File: src/rtl/regfile_scoreboard.sv
// 8-entry register file with a per-register pending-write scoreboard.
// Supplies two combinational read operands, a flat view of all registers, and RAW hazard/stall flags.
module regfile_scoreboard #(
   parameter int WIDTH  = 16,
   parameter bit BYPASS = 1'b1
) (
   input  logic               clk,
   input  logic               rst_n,
   input  logic [2:0]         rd_sel1,
   input  logic [2:0]         rd_sel2,
   output logic [WIDTH-1:0]   rd_data1,
   output logic [WIDTH-1:0]   rd_data2,
   output logic [8*WIDTH-1:0] reg_flat,
   input  logic               issue_en,
   input  logic [2:0]         issue_reg,
   input  logic               wb_en,
   input  logic [2:0]         wb_reg,
   input  logic [WIDTH-1:0]   wb_data,
   output logic               hz1,
   output logic               hz2,
   output logic               stall,
   output logic [7:0]         busy
);

   logic [WIDTH-1:0] regs [8];
   logic [7:0]       busy_next;
   logic             byp1;
   logic             byp2;

   // Set is applied after clear so a same-register issue keeps the younger producer pending.
   always_comb begin
      busy_next = busy;
      if (wb_en)
         busy_next[wb_reg] = 1'b0;
      if (issue_en)
         busy_next[issue_reg] = 1'b1;
   end

   always_ff @(posedge clk or negedge rst_n) begin
      if (!rst_n) begin
         for (int i = 0; i < 8; i++)
            regs[i] <= '0;
         busy <= '0;
      end else begin
         if (wb_en)
            regs[wb_reg] <= wb_data;
         busy <= busy_next;
      end
   end

   always_comb begin
      byp1     = BYPASS && wb_en && (wb_reg == rd_sel1);
      byp2     = BYPASS && wb_en && (wb_reg == rd_sel2);
      rd_data1 = byp1 ? wb_data : regs[rd_sel1];
      rd_data2 = byp2 ? wb_data : regs[rd_sel2];
      hz1      = busy[rd_sel1] & ~byp1;
      hz2      = busy[rd_sel2] & ~byp2;
      stall    = hz1 | hz2;
   end

   // The flat view always shows stored state; forwarding applies to the read ports only.
   for (genvar g = 0; g < 8; g++) begin : g_flat
      assign reg_flat[g*WIDTH +: WIDTH] = regs[g];
   end

endmodule

File: config.mk
export PLATFORM = sky130hd
export DESIGN_NAME = regfile_scoreboard
export DESIGN_NICKNAME = d
export VERILOG_FILES = /design/src/rtl/regfile_scoreboard.sv
export SDC_FILE = /design/constraint.sdc
export NUM_CORES = 1
export LEC_CHECK = 0
export CELL_PAD_IN_SITES_DETAIL_PLACEMENT = 2
export CELL_PAD_IN_SITES_GLOBAL_PLACEMENT = 2
export CORE_MARGIN = 2
export CORE_UTILIZATION = 36
export DETAILED_ROUTE_END_ITERATION = 16
export PLACE_DENSITY = 0.95
export SYNTH_ARGS = -nofsm -noshare
export SYNTH_HDL_FRONTEND = slang
export SYNTH_SLANG_ARGS = --single-unit
File: constraint.sdc
create_clock -name clk -period 2.8 [get_ports clk]
set_input_delay 0.56 -clock clk [delete_from_list [all_inputs] [get_ports clk]]
set_output_delay 0.56 -clock clk [all_outputs]
set_load 0.1 [all_outputs]
==> results.sh <==
export IMPL_port_buffers=202
export IMPL_min_period_ns=2.72
export IMPL_synth_nets=566
export IMPL_yosys_top_cells_area="dfrtp_1, mux4_2, mux2_2"
export IMPL_die_h_um=150
export IMPL_synthesis_area_um2=7710
export IMPL_synthMuxAreaShare_pct=42.6
export IMPL_viasPerCell=5.78
export IMPL_worstSetupEndpointType="primary output"
export IMPL_grt_pass1_wl_um=47900
export IMPL_drc=0
export IMPL_cts_root_buffer="clkbuf_16"
export IMPL_fillers=1940
export IMPL_totalWireLength_um=32200
export IMPL_instances_no_fill=1035
export IMPL_ys_seq_elements=136
export IMPL_drtPass1Iterations=4
export IMPL_cts_made_buffers=17
export IMPL_leakagePower_nw=4.79
export IMPL_die_w_um=150
export IMPL_clk_pin_slew_ns=0.06
export IMPL_path_delay_family="buffers and inverters"
export IMPL_cts_resized=4
export IMPL_hold_buffers=0
export IMPL_post_cts_setup_buffers=0
export IMPL_nNetsFinal=779
export IMPL_grt_use_total_pct=29.6
export IMPL_path_cells="clkdlybuf4s50_1 > nand4_1 > buf_4 > and3_4 > or2_2 > buf_12"
export IMPL_rsz0062_at_grt="false"
export IMPL_hpwl_um=22000
export IMPL_drive_gt1_share_pct=65.0
export IMPL_design_area_um2=10900
export IMPL_final_cell_mix="buf_4, dfrtp_1, mux2_2, mux4_2, buf_12"
export IMPL_yosysSeqAreaShare_pct=44.1
export IMPL_vias=5984
export IMPL_fp_coreArea_um2=21000
export IMPL_finClkSkew_ns=0
export IMPL_start_util_pct=36.7
export IMPL_die_area_um2=22600
export IMPL_drtIter0Drc=329
export IMPL_ir_drop_v=0.000708
export IMPL_synthCells=534
export IMPL_yosys_area_top_type="dfrtp_1"
export IMPL_synth_top_family_by_area="multiplexers"
export IMPL_area_growth_pct=41.9
export IMPL_setup_viol=0
export IMPL_worstRegToRegCells=1
export IMPL_fin_crit_sh_pct=97.2
export IMPL_crit_buf_inv=3
export IMPL_final_common_cell="buf_4"
export IMPL_rr_startpoint="reg_flat[34]$_DFFE_PN0P_"
export IMPL_maxSlewViolCount=0
export IMPL_grt_max_degree=62
export IMPL_wl_per_cell_um=31.1
export IMPL_cts_tree="done"
export IMPL_power_density_nw_per_um2=1190
export IMPL_placed_area_um2=10300
export IMPL_required_ns=2.24
export IMPL_syn_avg_cell_area_um2=14.4
export IMPL_cts_max_level=4
export IMPL_final_core_util_pct=52.0
export IMPL_crit_start="wb_en"
export IMPL_synth_compound_gate_area_share_pct=2.92
export IMPL_path_class="in -> out"
export IMPL_clock_sinks=136
export IMPL_fin_setup_tns_ns=0
export IMPL_antenna_found_initial=0
export IMPL_cp_depth=6
export IMPL_synth_fa_ha_area_share_pct=0
export IMPL_overflow=0
export IMPL_rr_endpoint="reg_flat[34]$_DFFE_PN0P_"
export IMPL_num_rows=53
export IMPL_status="completed"
export IMPL_start_kind="input port"
export IMPL_critPathMaxFanout=3
export IMPL_synth_top_area_share_pct=44.1
export IMPL_hold_path_class="in -> async"
export IMPL_place_gp_congestion=0.812
export IMPL_diodes=0
export IMPL_relSlewSlack_pct=58.8
export IMPL_yosysUniqueCellTypes=31
export IMPL_yosys_area_share_simple_pct=4.87
export IMPL_slowest_delay_ns=0.58
export IMPL_hold_viol=0
export IMPL_grt_pass1_vias=6963
export IMPL_io_pins=203
export IMPL_clk_path_buf_depth=2
export IMPL_cap_viol_max_count=0
export IMPL_insertion_delay_ns=0.42
export IMPL_fmax_mhz=367
export IMPL_yosys_area_share_xor_xnor_pct=0.682
export IMPL_drtAntennaViolNets=0
export IMPL_ys_warn_count=0
export IMPL_arrival_ns=2.16
export IMPL_place_inst=1003
export IMPL_r2r_slack_ns=1.90
export IMPL_tightest_slew_ns=0.619
export IMPL_cp_slowest_cell="clkdlybuf4s50_1"
layout make-up:
class / count / area, µm² / share of cell area [%]
sequential: 136 / 3410 / 31.2
multi-input combinational: 340 / 4060 / 37.1
inverter: 4 / 15.0 / 0.137
tap: 275 / 344 / 3.15
clock buffer: 20 / 447 / 4.08
timing repair buffer: 248 / 2460 / 22.5
clock inverter: 12 / 199 / 1.82
logic make-up after synthesis:
kind of cell    after synthesis
flops                       136
compound gates               42
xor+xnor                      6
mux                         230
buf+inv                      58
simple gates                 62
metal layers:
layer | global-route usage, % | up-vias | share of wire, %
li1 | - | 2449 | -
met5 | 0 | - | 0
met2 | 52.2 | 261 | 53
met4 | 11.2 | 0 | 2.9
met1 | 35.7 | 3211 | 38
met3 | 5.70 | 63 | 6.5
flip-flops by register name, indices dropped and copies added, names as in the netlist:
signal and count:
reg_flat 128, busy 8
synth_stat cells:
master	n
o21ai_0	4
and3_1	1
buf_1	1
inv_1	4
mux4_2	66
nand2b_4	1
dfrtp_1	136
nor3b_4	2
nor3_4	2
nand4b_2	3
xnor2_1	6
clkbuf_4	1
and3_4	1
nand4_2	1
clkbuf_1	12
nand2_1	7
mux2i_1	36
or2_1	1
buf_4	25
nand2b_1	5
o32ai_1	2
nor2b_1	2
mux2_1	2
nand4_1	2
buf_2	10
nor2_1	34
a22oi_1	2
a21oi_1	32
o22ai_1	2
buf_6	5
mux2_2	126
worst max-delay path by stage:
stage	endpoint	slack, ns
floorplan	rd_data1[10]	-0.14
global placement	stall	0.04
detailed placement	rd_data1[5]	-0.03
CTS	stall	0.08
global route	stall	0.002
finish	stall	0.08
through the flow:
step | worst slack (ns) | hold WS, ns | power (mW)
after global routing | 0.00247 | 0.148 | 13.4
final | 0.0771 | 0.114 | 13.0
after CTS | 0.0773 | 0.134 | 13.1
after global placement | 0.0385 | 0.513 | 10.2
after detailed placement | -0.0312 | 0.529 | 10.5
after floorplan | -0.139 | 0.264 | 8.29
where the power goes:
part | total, mW | internal, mW | switching [mW] | leakage [nW]
sequential | 2.97 | 2.40 | 0.574 | 1.62
combinational | 7.52 | 2.05 | 5.47 | 2.85
clock | 2.52 | 1.60 | 0.913 | 0.314
Power figures use the tool's default switching activity.
